===== src/rtl/parallel_out_ctrl.sv =====
// Memory-mapped parallel output port for the single-cycle MIPS core:
// CPU stores are queued in a FIFO and presented through a 4-phase valid/ack handshake.
module parallel_out_ctrl #(
  parameter logic [7:0]  DATA_ADDR = 8'hFF,
  parameter logic [7:0]  STAT_ADDR = 8'hFE,
  parameter int unsigned DEPTH     = 4
) (
  input  logic       clk,
  input  logic       rst,
  input  logic [7:0] Address,
  input  logic [7:0] RegData,
  input  logic       we,
  output logic       wren,
  output logic       io_sel,
  output logic [7:0] StatusOut,
  output logic [7:0] DataOut,
  output logic       out_valid,
  input  logic       out_ack
);

  localparam int unsigned AW       = (DEPTH > 1) ? $clog2(DEPTH) : 1;
  localparam logic [3:0]  FULL_CNT = 4'(DEPTH);

  typedef enum logic [1:0] {
    IDLE,
    PRESENT,
    RELEASE
  } state_t;

  state_t          r_state;
  state_t          w_next;
  logic [7:0]      r_mem [DEPTH];
  logic [AW-1:0]   r_wr_ptr;
  logic [AW-1:0]   r_rd_ptr;
  logic [3:0]      r_count;
  logic            r_overflow;
  logic [7:0]      r_data;
  logic            r_valid;

  logic w_data_hit;
  logic w_stat_hit;
  logic w_full;
  logic w_empty;
  logic w_push_req;
  logic w_pop;
  logic w_push;
  logic w_clear;

  assign w_data_hit = (Address == DATA_ADDR);
  assign w_stat_hit = (Address == STAT_ADDR);
  assign w_full     = (r_count == FULL_CNT);
  assign w_empty    = (r_count == 4'd0);
  assign w_push_req = we & w_data_hit;
  assign w_pop      = (r_state == IDLE) & ~w_empty;
  // A full FIFO still accepts a push when the head leaves on the same edge.
  assign w_push     = w_push_req & (~w_full | w_pop);
  assign w_clear    = we & w_stat_hit;

  assign io_sel    = w_data_hit | w_stat_hit;
  assign wren      = we & ~io_sel;
  assign StatusOut = w_stat_hit ? {r_overflow, (r_state != IDLE), w_full, w_empty, r_count}
                                : 8'h00;
  assign DataOut   = r_data;
  assign out_valid = r_valid;

  always_ff @(posedge clk) begin
    if (!rst && w_push) begin
      r_mem[r_wr_ptr] <= RegData;
    end
  end

  always_ff @(posedge clk) begin
    if (rst) begin
      r_wr_ptr   <= '0;
      r_rd_ptr   <= '0;
      r_count    <= '0;
      r_overflow <= 1'b0;
    end else begin
      if (w_push) r_wr_ptr <= r_wr_ptr + 1'b1;
      if (w_pop)  r_rd_ptr <= r_rd_ptr + 1'b1;
      case ({w_push, w_pop})
        2'b10:   r_count <= r_count + 4'd1;
        2'b01:   r_count <= r_count - 4'd1;
        default: r_count <= r_count;
      endcase
      if (w_clear) begin
        r_overflow <= 1'b0;
      end else if (w_push_req && w_full && !w_pop) begin
        r_overflow <= 1'b1;
      end
    end
  end

  always_ff @(posedge clk) begin
    if (rst) begin
      r_state <= IDLE;
      r_valid <= 1'b0;
      r_data  <= '0;
    end else begin
      r_state <= w_next;
      r_valid <= (w_next == PRESENT);
      if (w_pop) r_data <= r_mem[r_rd_ptr];
    end
  end

  always_comb begin
    w_next = r_state;
    case (r_state)
      IDLE:    if (!w_empty) w_next = PRESENT;
      PRESENT: if (out_ack)  w_next = RELEASE;
      RELEASE: if (!out_ack) w_next = IDLE;
      default: w_next = IDLE;
    endcase
  end

endmodule


===== config.mk =====
export PLATFORM = sky130hd
export DESIGN_NAME = parallel_out_ctrl
export DESIGN_NICKNAME = d
export VERILOG_FILES = /design/src/rtl/parallel_out_ctrl.sv
export SDC_FILE = /design/constraint.sdc
export NUM_CORES = 1
export LEC_CHECK = 0
export CAP_MARGIN = 20
export CORE_MARGIN = 10
export CORE_UTILIZATION = 56
export CTS_CLUSTER_SIZE = 20
export DETAILED_ROUTE_END_ITERATION = 10
export GPL_TIMING_DRIVEN = 0
export PLACE_DENSITY = 0.87
export SLEW_MARGIN = 40
export SYNTH_ARGS = -nofsm -noshare
export SYNTH_HDL_FRONTEND = slang
export SYNTH_SLANG_ARGS = --single-unit

===== constraint.sdc =====
create_clock -name clk -period 5.4 [get_ports clk]
set_input_delay 0.81 -clock clk [delete_from_list [all_inputs] [get_ports clk]]
set_output_delay 0.81 -clock clk [all_outputs]
set_load 0.01 [all_outputs]

==> run summary, run 1 <==
Counting cells, the worst reg-to-reg path comes to 11. The tightest min-delay check is of the reg -> reg type. In this run the number of H-tree levels came out at 2.

Of all nets on the critical path, the largest fanout is 10. Power spread over the standard cell area amounts to 371 nW/µm². Summed over all nets, wire length on met3 after detailed routing comes to 233 µm. Across every metal layer, demand over resource in global routing totals 0.128.

The core outline area is 3770 µm². The part of the Yosys area used for sequential elements came out at 0.607. The static power due to leakage came out at 0.927 nW. For this block, the initial DRC count from the detailed router was 51. The worst-case headroom to the max-slew limit is 0.595.

Once detail routing completed, the nets flagged for antenna violations numbered 0. The startpoint identified for the worst hold timing path is DataOut[6]$_SDFFE_PP0P_. The net count of the finished layout is 237. The die is 83.3 µm tall.

In this run the count of I/O pins placed on the die edge is 39. The arrival time of data at the critical path endpoint came out at 2710 ps. For this run, the number of Yosys warnings is 0. The clock sink count came out at 52. The proportion of layout cells with a drive suffix above 1 came out at 0.128. STA classifies the critical path startpoint as an input port. For this run, design rule violations remaining after detail routing come to 0. Timing would allow up to 284 MHz. The number of optimization iterations in the first detailed-route pass came out at 4. The CTS clock-pin slew for the worst setup and hold paths is 90 ps.

The total met2 wirelength after detailed routing came out at 2200 µm. The total global routing overflow came out at 0. After detailed routing, the wire length on met1 is 1830 µm. The area of the die came out at 6930 µm². The sum of net half-perimeters after detailed placement came out at 3220 µm. The number of storage elements in the synthesis netlist came out at 52.

Yosys attributes the largest share of cell area to sky130_fd_sc_hd__edfxtp_1, sky130_fd_sc_hd__dfxtp_1, sky130_fd_sc_hd__mux4_2. STA classifies the critical path endpoint as an output pin. The post-CTS setup buffer count is 0.

The detailed router used layers up to and including met4. The post-layout minimum cycle time came out at 3520 ps. In the final routed layout, each cell accounts on average for 16.8 µm. The slew at the pin with the worst max-slew slack is 608 ps.

The cell sitting at the root of the clock tree is a sky130_fd_sc_hd__clkbuf_8. The count of buffers added on input and output ports is 38. Setup repair after global routing left no endpoint under its margin. The filler cell count came out at 232.

The number of antenna violations at the first check in global routing was 0. The register-to-register setup slack came out at 2790 ps. The overall routed net length is 4350 µm. The worst hold path terminates at DataOut[6]$_SDFFE_PP0P_. The synthesis-to-layout area growth came out at 23.2%. The critical path is of the in -> out type.

The setup total negative slack is 0 ps. Clock skew on the completed layout was measured at 6.65 ps. The synthesized netlist net count is 192. The run finished with clean final reports.

The total number of placement rows is 22. The post-synthesis average cell area is 13.6 µm². Leaving out fill and tap cells, the most frequent cell in the layout is sky130_fd_sc_hd__clkdlybuf4s50_1. The cell type with the highest aggregate area in the netlist is sky130_fd_sc_hd__edfxtp_1. The effective utilization at floorplan is 0.594.

The distinct cell type count of the synthesized netlist came out at 40. Of the post-synthesis cell area, the dominant cell type holds 0.429. The number of hold-slack violations in the final timing report is 0.

The fraction of the cycle the final worst path needs came out at 0.653. Synthesis handed over a netlist of 165 instances. The startpoint identified for the worst register-to-register timing path is r_count[1]$_SDFFE_PP0P_.

The number of CTS-inserted buffers came out at 5. Across the whole layout, storage elements account for 1360 µm². The floorplan step set the die width to 83.3 µm. The peak supply drop is 0.258 mV. In the layout the commonest cells are sky130_fd_sc_hd__clkdlybuf4s50_1, sky130_fd_sc_hd__edfxtp_1, sky130_fd_sc_hd__nand2_1. Using the TritonRoute via totals, the vias-per-cell ratio works out to 5.59. For the worst-skew pair, the clock arrives at the later sink with an insertion delay of 300 ps. The quantity of hold-fixing buffers added after cts is 0.

0 antenna diodes ended up in the layout. The global placement routability congestion came out at 0.841. The pin count of the biggest net entering global routing came out at 15.

The via count of the first global-routing pass came out at 1480. The area taken by multi-input logic gates came out at 823 µm². The buffer levels on the longest clock path is 2. The cell count of the worst hold path came out at 2. The count of pins over their slew limit is 0. The post-cts resize count is 0.

The worst path required time came out at 4590 ps. The final standard cell utilization of the core came out at 0.732. Setup violations remaining at the end of the flow were counted as 0.

Max-cap violations in this run came to 0. The combined area of all synthesized cells is 2240 µm². The total via count in the routed design came out at 1449. TritonCTS built the clock tree.

The first global-routing pass estimated 7140 µm of wire. The worst register-to-register path ends at r_count[2]$_SDFFE_PP0P_.
[worst max-delay path by stage]
stage	startpoint	endpoint	slack [ps]	cells after the start
6_report	Address[6]	StatusOut[4]	1880	7
5_1_grt	Address[7]	StatusOut[4]	1720	7
4_1_cts	Address[6]	StatusOut[4]	1870	7
3_5_place_dp	Address[6]	StatusOut[4]	1880	7
3_3_place_gp	Address[6]	StatusOut[6]	1970	7
2_1_floorplan	Address[6]	r_count[2]$_SDFFE_PP0P_	2700	10
[synthesized netlist by cell type (all sizes together)]
| cell | number |
|---|---|
| or2 | 1 |
| and3 | 6 |
| mux2 | 1 |
| or3 | 1 |
| a21oi | 12 |
| nand2b | 1 |
| nor2 | 12 |
| clkbuf | 2 |
| a311oi | 1 |
| nand3 | 2 |
| edfxtp | 32 |
| nor3b | 2 |
| ha | 7 |
| mux2i | 1 |
| dfxtp | 20 |
| o21ai | 2 |
| and2 | 4 |
| buf | 4 |
| xor2 | 4 |
| nor2b | 2 |
| inv | 5 |
| a2111oi | 3 |
| a41oi | 1 |
| nand4 | 1 |
| or4 | 1 |
| nand2 | 24 |
| xnor2 | 2 |
| o22ai | 1 |
| a32o | 1 |
| nor4b | 1 |
| mux4 | 8 |
[sequential cells by signal, indices dropped and copies added, names as in the netlist]
register and cells:
r_mem 32, DataOut 8, r_count 4, r_rd_ptr 2
r_state 2, r_wr_ptr 2, out_valid 1, r_overflow 1
[cells by family (layout without fill, tap and decap cells)]
family,after synthesis,count (layout),synth area share
xor+xnor,6,6,0.0268
mux,10,10,0.0899
flops,52,52,0.607
buf+inv,11,57,0.0251
compound gates,21,21,0.0681
simple gates,58,58,0.143
fa+ha+maj,7,7,0.0391
[critical path, stage by stage]
cell,delay [ps]
sky130_fd_sc_hd__clkdlybuf4s50_1,460
sky130_fd_sc_hd__nand4_1,180
sky130_fd_sc_hd__nor2_1,180
sky130_fd_sc_hd__clkbuf_1,290
sky130_fd_sc_hd__nand2_1,110
sky130_fd_sc_hd__nor2_1,130
sky130_fd_sc_hd__clkdlybuf4s50_1,560
[stage by stage]
stage	std cells	hold slack (ps)	power, mW	instance area, µm²	setup WS [ps]
2_1_floorplan	165	466	0.723	2240	2700
3_3_place_gp	251	443	0.810	2680	1970
3_5_place_dp	251	461	0.828	2680	1880
4_1_cts	259	473	1.03	2760	1870
5_1_grt	259	504	1.08	2760	1720
6_report	259	479	1.02	2760	1880
[area by class of cell]
class                   count  share of cell area
multi-input cells         102               0.298
plain buffers               6              0.0118
clock inverters             1             0.00136
well taps                  48              0.0217
clock buffers               7              0.0276
inverters                   5             0.00861
flip-flops and latches     52               0.493
repair buffers             38               0.138
[metal layers]
layer,GRT usage,vias to the layer above
met4,0.0585,0
met3,0.0459,8
met2,0.224,44
met1,0.132,710
met5,0,-
li1,-,687
[power breakdown]
part	switching, mW	internal [mW]	total, mW
Combinational	0.176	0.162	0.338
Clock	0.116	0.0904	0.206
Sequential	0.0270	0.453	0.480
Total	0.319	0.705	1.02
Note: power is estimated with default switching activity, not from simulation.
==> run 2: changes to the inputs <==
--- a/config.mk
+++ b/config.mk
@@ -7,11 +7,11 @@
 export LEC_CHECK = 0
 export CAP_MARGIN = 20
 export CORE_MARGIN = 10
-export CORE_UTILIZATION = 56
+export CORE_UTILIZATION = 47
 export CTS_CLUSTER_SIZE = 20
 export DETAILED_ROUTE_END_ITERATION = 10
 export GPL_TIMING_DRIVEN = 0
-export PLACE_DENSITY = 0.87
+export PLACE_DENSITY = 0.78
 export SLEW_MARGIN = 40
 export SYNTH_ARGS = -nofsm -noshare
 export SYNTH_HDL_FRONTEND = slang
==> constraint.sdc (replaced) <==
create_clock -name clk -period 2.87 [get_ports clk]
set_input_delay 0.4305 -clock clk [delete_from_list [all_inputs] [get_ports clk]]
set_output_delay 0.4305 -clock clk [all_outputs]
set_load 0.01 [all_outputs]
==> run 2 against run 1 <==
  * Non-clock buffer count is 1 higher
  * Worst setup slack worse by 1700 ps
  * Critical endpoint unchanged
  * Global-route usage shrank 0.83 points
  * Critical path depth did not move
  * Combinational power up 87%
  * Sequential power is 88% higher
  * Register-to-register slack got worse by 2500 ps
  * Power up 96%
  * Via count is 2.6% lower
  * Core utilization down 13 points
  * Sequential share of layout area fell by 0.73 points
  * Count of clock-buffer cells in the layout is the same
==> run summary, run 2 (same netlist as run 1, synthesis figures left out) <==
The CTS clock-pin slew for the worst setup and hold paths is 80 ps. Across every metal layer, demand over resource in global routing totals 0.120. The cell depth of the worst flop-to-flop path came out at 10. The register-to-register setup slack came out at 270 ps. Setup repair after global routing left no endpoint under its margin. Counting the fill cells in the layout gives 372. The share of total power consumed by net switching came out at 0.295.

The proportion of layout cells with a drive suffix above 1 came out at 0.137. The delay of the slowest cell on the worst path came out at 560 ps. The first-iteration detailed-routing DRC count came out at 42. The nature of the critical path startpoint is an input port. The multi-input combinational cells in the finished layout cover a total of 823 µm². The static power due to leakage came out at 0.945 nW. The via density per instance came out at 5.31. In this run the power density over the cells is 717 nW/µm². Adding up every negative setup slack in the final design gives 0 ps. The pre-CTS setup slack is -163 ps. The classification of the worst setup path is in -> out. The number of hold-slack violations in the final timing report was 0.

The post-route clock skew came out at 4.88 ps. The synthesis-to-layout area growth is 25.1%. The detail route stage leaves a number of antenna-violating nets equal to 0. The total number of placement rows is 25.

The post-layout minimum cycle time came out at 2740 ps. The clock sink count is 52. TritonCTS built the clock tree. Data on the critical path arrives at its endpoint at 2310 ps. The total via count in the routed design is 1412. The pin count of the biggest net entering global routing came out at 16. More flip-flops sit in one register than any other, and that register is r_mem.

The total of endpoints with negative setup slack in the final report came out at 0. The post-cts resize count is 0. The total global routing overflow is 0. The clock tree root driver cell is sky130_fd_sc_hd__clkbuf_8.

The H-tree generated during clock tree synthesis spans 2 levels. The number of CTS-inserted buffers is 5. The flow ran to the end, and the final reports show no timing, DRC or antenna violations.

The buffer levels on the longest clock path came out at 2. The smallest setup slack after layout is 129 ps. The net switching power figure is 592 µW. The port buffer count is 38. The worst setup path startpoint is Address[6]. The core outline area came out at 4660 µm². The register cell area after layout came out at 1360 µm². The combinational cell fraction of total power came out at 0.314. The fraction of the cycle the final worst path needs is 0.955.

The count of maximum capacitance violations is 0. The peak supply drop is 0.446 mV. The number of optimization iterations in the first detailed-route pass is 4. The number of flip-flops under the largest register name came out at 32. The final standard cell utilization of the core is 0.601. The wire length of the first global-routing pass is 7200 µm.

Timing would allow up to 365 MHz. The worst setup path is captured at an output pin. The most common cell after layout, fill and taps aside is sky130_fd_sc_hd__clkdlybuf4s50_1. The die span in x is 89.1 µm. The detailed-route wire length per cell is 16.4 µm.

The worst path required time is 2440 ps. The sum of net half-perimeters after detailed placement is 3200 µm. The worst-case headroom to the max-slew limit is 0.602.

For this run, design rule violations remaining after detail routing come to 0. On the critical path the largest part of the delay comes from buffers and inverters. The worst hold path begins at DataOut[3]$_SDFFE_PP0P_. The endpoint identified for the worst register-to-register timing path is r_count[2]$_SDFFE_PP0P_. Buffers added to address setup during post-CTS repair amount to 0. The final-layout worst hold slack is 458 ps.

Among all stages on the critical path, the largest delay is contributed by sky130_fd_sc_hd__clkdlybuf4s50_1. Counting both buffers and inverters, the worst setup path holds a total of 3. In this run the critical register-to-register path is launched from r_count[0]$_SDFFE_PP0P_. The global placement routability congestion came out at 0.811. For this design the top-level I/O count stands at 39. The total internal power is 1.42 mW. The sequential share of power came out at 0.449. The library cells used most frequently in the layout, excluding fill and tap cells, are sky130_fd_sc_hd__clkdlybuf4s50_1, sky130_fd_sc_hd__edfxtp_1, sky130_fd_sc_hd__nand2_1. The clock network latency to the later pin of the worst-skew pair is 290 ps. Buffers inserted to repair hold after CTS numbered 0.

The area of the die came out at 7930 µm². The top fanout value on the critical path is 10. The antenna diode instance count came out at 0. The effective utilization at floorplan is 0.481. The overall routed net length came out at 4370 µm.

The cell count of the worst hold path is 2. The signal on the critical path passes through clkdlybuf4s50_1, nand4_1, nor2_1, clkbuf_1, nand2_1, nor2_1, clkdlybuf4s50_1. The net count of the finished layout is 238. The number of antenna violations at the first check in global routing is 0. The via count of the first global-routing pass came out at 1476. The share of power burned in the clock network came out at 0.237. The slew at the pin with the worst max-slew slack came out at 596 ps. The path class of the tightest hold or removal check is reg -> reg.

For hold timing, the worst endpoint is DataOut[3]$_SDFFE_PP0P_. In this run the vertical extent of the chip is 89.1 µm. The count of pins over their slew limit came out at 0.
run 2: cell count changes in the layout (fill, tap and decap cells not counted), sizes merged:
cell and change:
buf +1, bufinv +1, clkinv -1
run 2: worst reg2reg max path, cell delays in order (launching register included):
cell and delay (ps):
sky130_fd_sc_hd__dfxtp_1 400, sky130_fd_sc_hd__or4_4 630, sky130_fd_sc_hd__nand2_8 130, sky130_fd_sc_hd__inv_6 70
sky130_fd_sc_hd__ha_1 270, sky130_fd_sc_hd__xor2_1 160, sky130_fd_sc_hd__ha_1 190, sky130_fd_sc_hd__a21oi_1 150
sky130_fd_sc_hd__xor2_1 90, sky130_fd_sc_hd__or3_1 310, sky130_fd_sc_hd__a21oi_1 130
run 2: worst max-delay path by stage:
stage	end	depth (start not counted)	slack [ps]
after floorplan	r_count[2]$_SDFFE_PP0P_	11	450
after global placement	r_count[2]$_SDFFE_PP0P_	11	-100
after detailed placement	r_count[2]$_SDFFE_PP0P_	11	-160
after CTS	StatusOut[6]	7	120
after global routing	StatusOut[6]	7	4
final	StatusOut[4]	7	130
run 2: per-layer routing:
layer  vias to the layer above  GRT usage  part of all wire
li1                        696          -                 -
met1                       682      0.122              0.39
met2                        30      0.223              0.55
met3                         4     0.0365             0.048
met4                         0     0.0448             0.013
met5                         -          0                 0
run 2: power groups by stage:
| stage | combinational (mW) | clock (mW) | sequential [mW] |
|---|---|---|---|
| 3_3_place_gp | 0.624 | 0 | 0.917 |
| 4_1_cts | 0.643 | 0.487 | 0.903 |
| 6_report | 0.631 | 0.476 | 0.902 |
| 5_1_grt | 0.704 | 0.520 | 0.911 |
| 3_5_place_dp | 0.638 | 0 | 0.920 |
| 2_1_floorplan | 0.434 | 0 | 0.927 |
run 2: stage by stage:
step,instances,cell area [µm²],power [mW]
after floorplan,165,2240,1.36
after global placement,257,2690,1.54
after detailed placement,257,2690,1.56
after CTS,265,2800,2.03
after global routing,266,2800,2.13
final,266,2800,2.01
run 2: area by class of cell:
class / instances / area share
repair buffers: 39 / 0.138
clock inverters: 1 / 0.0107
multi-input cells: 102 / 0.294
clock buffers: 7 / 0.0272
flip-flops and latches: 52 / 0.486
plain buffers: 6 / 0.0116
inverters: 5 / 0.00848
well taps: 54 / 0.0241
==> run 3: changes to the inputs <==
--- a/config.mk
+++ b/config.mk
@@ -5,12 +5,11 @@
 export SDC_FILE = /design/constraint.sdc
 export NUM_CORES = 1
 export LEC_CHECK = 0
-export CAP_MARGIN = 20
 export CORE_MARGIN = 10
 export CORE_UTILIZATION = 47
 export CTS_CLUSTER_SIZE = 20
 export DETAILED_ROUTE_END_ITERATION = 10
-export GPL_TIMING_DRIVEN = 0
+export GPL_ROUTABILITY_DRIVEN = 1
 export PLACE_DENSITY = 0.78
 export SLEW_MARGIN = 40
 export SYNTH_ARGS = -nofsm -noshare
==> run 3 against run 2 <==
  * Sequential power grew 3.2%
  * Register-to-register slack better by 40 ps
  * Worst hold slack improved by 3.3 ps
  * Core utilization decreased by 0.11 points
  * Wire length down 1.1%
  * Count of clock-buffer cells in the layout shrank 1
  * Final cell count unchanged
  * Die area stayed put
  * Fmax rose by 7.1%
  * Global-route usage is 0.61 points lower
  * Clock skew up 2.8 ps
  * Critical path type is now reg -> reg
  * Largest power group unchanged
==> run summary, run 3 (same netlist as run 1, synthesis figures left out) <==
The library cell used most frequently in the layout, excluding fill and tap cells, is sky130_fd_sc_hd__clkdlybuf4s50_1. The post-CTS setup buffer count came out at 0. VDD sags by at most 0.397 mV.

Entering global routing, the biggest net connects 22 pins. Counting both buffers and inverters, the worst setup path holds a total of 1. The clock sink count came out at 52. The via density per instance came out at 5.20. The quantity of hold-fixing buffers added after cts is 0. TritonCTS built the clock tree.

The startpoint identified for the worst register-to-register timing path is r_count[1]$_SDFFE_PP0P_. The count of pins over their slew limit is 0. The setup total negative slack is 0 ps. For the pin with the worst max-slew slack, the measured transition is 690 ps.

The clock tree root driver cell is sky130_fd_sc_hd__clkbuf_8. The register with the most flip-flops in the final layout is r_mem. STA classifies the critical path endpoint as a flip-flop. The chip height came out at 89.1 µm. The die span in x came out at 89.1 µm.

The detail route stage leaves a number of antenna-violating nets equal to 0. The cell count of the worst hold path came out at 2. Across every metal layer, demand over resource in global routing totals 0.113.

The first global-routing pass estimated 6710 µm of wire. The post-route standard cell area excluding fillers came out at 2800 µm². The internal portion of the total power is 1.35 mW. The clock network latency to the later pin of the worst-skew pair is 310 ps. The placed standard-cell area came out at 2710 µm². The number of top-level pins came out at 39. The endpoint identified for the worst register-to-register timing path is r_count[2]$_SDFFE_PP0P_. The synthesis-to-layout area growth is 24.8%. For this run, the slowest stage of the critical path takes 620 ps. The floorplan step defined a die boundary enclosing 7930 µm². The startpoint identified for the worst hold timing path is DataOut[6]$_SDFFE_PP0P_.

The floorplan has 25 rows. The arrival time of data at the critical path endpoint came out at 2810 ps. In this run the deepest clock path goes through 2 buffers.

The worst hold path terminates at DataOut[6]$_SDFFE_PP0P_. STA classifies the critical path startpoint as a flip-flop. The highest clock rate came out at 391 MHz. The total global routing overflow is 0. The effective utilization at floorplan is 0.481. Once layout is complete, the utilization of the core stands at 0.600. Leaving out fill and tap cells, the most frequent cells in the layout are sky130_fd_sc_hd__clkdlybuf4s50_1, sky130_fd_sc_hd__edfxtp_1, sky130_fd_sc_hd__nand2_1. The congestion estimate from routability-driven global placement came to 0.772. In the final layout, the share of cells above drive strength 1 is 0.156. The number of hold-slack violations in the final timing report came out at 0. The register with the most flip-flops in the layout has 32 of them. The worst path in the final design needs a cycle of 2560 ps, including I/O delays and setup. The total of endpoints with negative setup slack in the final report came out at 0.

The routed layout has 1384 vias. Setup repair after global routing left no endpoint under its margin. After the last flow step, the layout net total stands at 238. Among all stages on the critical path, the largest delay is contributed by sky130_fd_sc_hd__or4_4. The first-iteration detailed-routing DRC count is 75. The fraction of the cycle the final worst path needs came out at 0.891. The run finished with clean final reports. The number of antenna violations at the first check in global routing came to 0.

In this run the worst hold path is classified as reg -> reg. The post-route clock skew came out at 7.73 ps. The detailed-route wire length per cell is 16.3 µm. The net switching power figure is 621 µW. The worst path required time is 3120 ps. After floorplanning, the core was sized to cover 4660 µm². The count of maximum capacitance violations is 0. 0 antenna diodes ended up in the layout. The via count of the first global-routing pass came to 1432. The sequential share of power came out at 0.472. The register cell area after layout came out at 1360 µm². The share of power burned in the clock network is 0.209.

The static power due to leakage came out at 0.943 nW. The register-to-register setup slack is 310 ps. Detailed placement ended at an HPWL of 3220 µm.

Of all nets on the critical path, the largest fanout is 11. The filler cell count came out at 373. The classification of the worst setup path is reg -> reg.

Dividing total power by cell area gives a power density of 704 nW/µm². The overall routed net length came out at 4330 µm. The deepest level of the CTS H-tree came out at 2. Among cell families on the critical path, the largest total delay comes from simple AND/OR/NAND/NOR gates. The post-placement cell count is 258. The worst pin sits at a relative slew slack of 0.540. The final cell count without fillers is 266.

The number of CTS-inserted buffers came out at 5. The CTS clock-pin slew for the worst setup and hold paths is 100 ps. Walking the worst path, the cells encountered are or4_4, nand2_8, inv_6, ha_1, xor2_1, ha_1, a21oi_1, xor2_1, or3_1, a21oi_1. The number of optimization iterations in the first detailed-route pass is 4. The share of total power consumed by net switching came out at 0.315. The area taken by multi-input logic gates came out at 823 µm².

The number of cells on the worst reg-to-reg path is 10. Of the total power, combinational logic draws 0.319. The post-cts resize count is 0. The DRC violation count after routing came out at 0.

The port buffer count is 38.
## run 3: cell count changes in the layout (fill, tap and decap cells not counted), sizes merged
cell / delta
clkbuf: -3
buf: +2
bufinv: -1
clkinv: +1
clkinvlp: +1
## run 3: power by group through the flow
stage / Sequential (mW) / Clock (mW) / Combinational, mW
floorplan: 0.927 / 0 / 0.434
global placement: 0.946 / 0 / 0.629
CTS: 0.934 / 0.425 / 0.641
detailed placement: 0.952 / 0 / 0.638
global route: 0.945 / 0.454 / 0.685
finish: 0.931 / 0.411 / 0.629
## run 3: how the worst max path moves through the flow
stage / from / end / slack [ps] / cells past startpoint
final: r_count[1]$_SDFFE_PP0P_ / r_count[2]$_SDFFE_PP0P_ / 310 / 10
after global routing: r_count[1]$_SDFFE_PP0P_ / r_count[2]$_SDFFE_PP0P_ / 150 / 10
after CTS: r_count[1]$_SDFFE_PP0P_ / r_count[2]$_SDFFE_PP0P_ / 300 / 10
after detailed placement: we / r_count[2]$_SDFFE_PP0P_ / 90 / 11
after global placement: we / r_count[2]$_SDFFE_PP0P_ / 150 / 11
after floorplan: r_count[1]$_SDFFE_PP0P_ / r_count[2]$_SDFFE_PP0P_ / 450 / 11
## run 3: layer usage
layer / track usage / routed length, µm
met1: 0.118 / 1790
met2: 0.205 / 2240
met3: 0.0392 / 204
met4: 0.0434 / 89
met5: 0 / 0
## run 3: cell type report
| type | instances | area share |
|---|---|---|
| Sequential cell | 52 | 0.487 |
| Multi-Input combinational cell | 102 | 0.294 |
| Timing Repair Buffer | 45 | 0.155 |
| Clock buffer | 6 | 0.0259 |
| Tap cell | 54 | 0.0242 |
| Inverter | 5 | 0.00850 |
| Clock inverter | 2 | 0.00581 |
## run 3: stage by stage
| stage | hold slack, ps | total power [mW] | setup slack, ps |
|---|---|---|---|
| floorplan | 466 | 1.36 | 449 |
| global placement | 448 | 1.57 | 150 |
| detailed placement | 454 | 1.59 | 87.1 |
| CTS | 468 | 2.00 | 302 |
| global route | 486 | 2.08 | 151 |
| finish | 462 | 1.97 | 312 |
## run 3: worst reg2reg max path, stage by stage (launching register included)
cell                      delay, ps
sky130_fd_sc_hd__dfxtp_1        420
sky130_fd_sc_hd__or4_4          630
sky130_fd_sc_hd__nand2_8        140
sky130_fd_sc_hd__inv_6           70
sky130_fd_sc_hd__ha_1           220
sky130_fd_sc_hd__xor2_1         150
sky130_fd_sc_hd__ha_1           190
sky130_fd_sc_hd__a21oi_1        140
sky130_fd_sc_hd__xor2_1          90
sky130_fd_sc_hd__or3_1          310
sky130_fd_sc_hd__a21oi_1        140
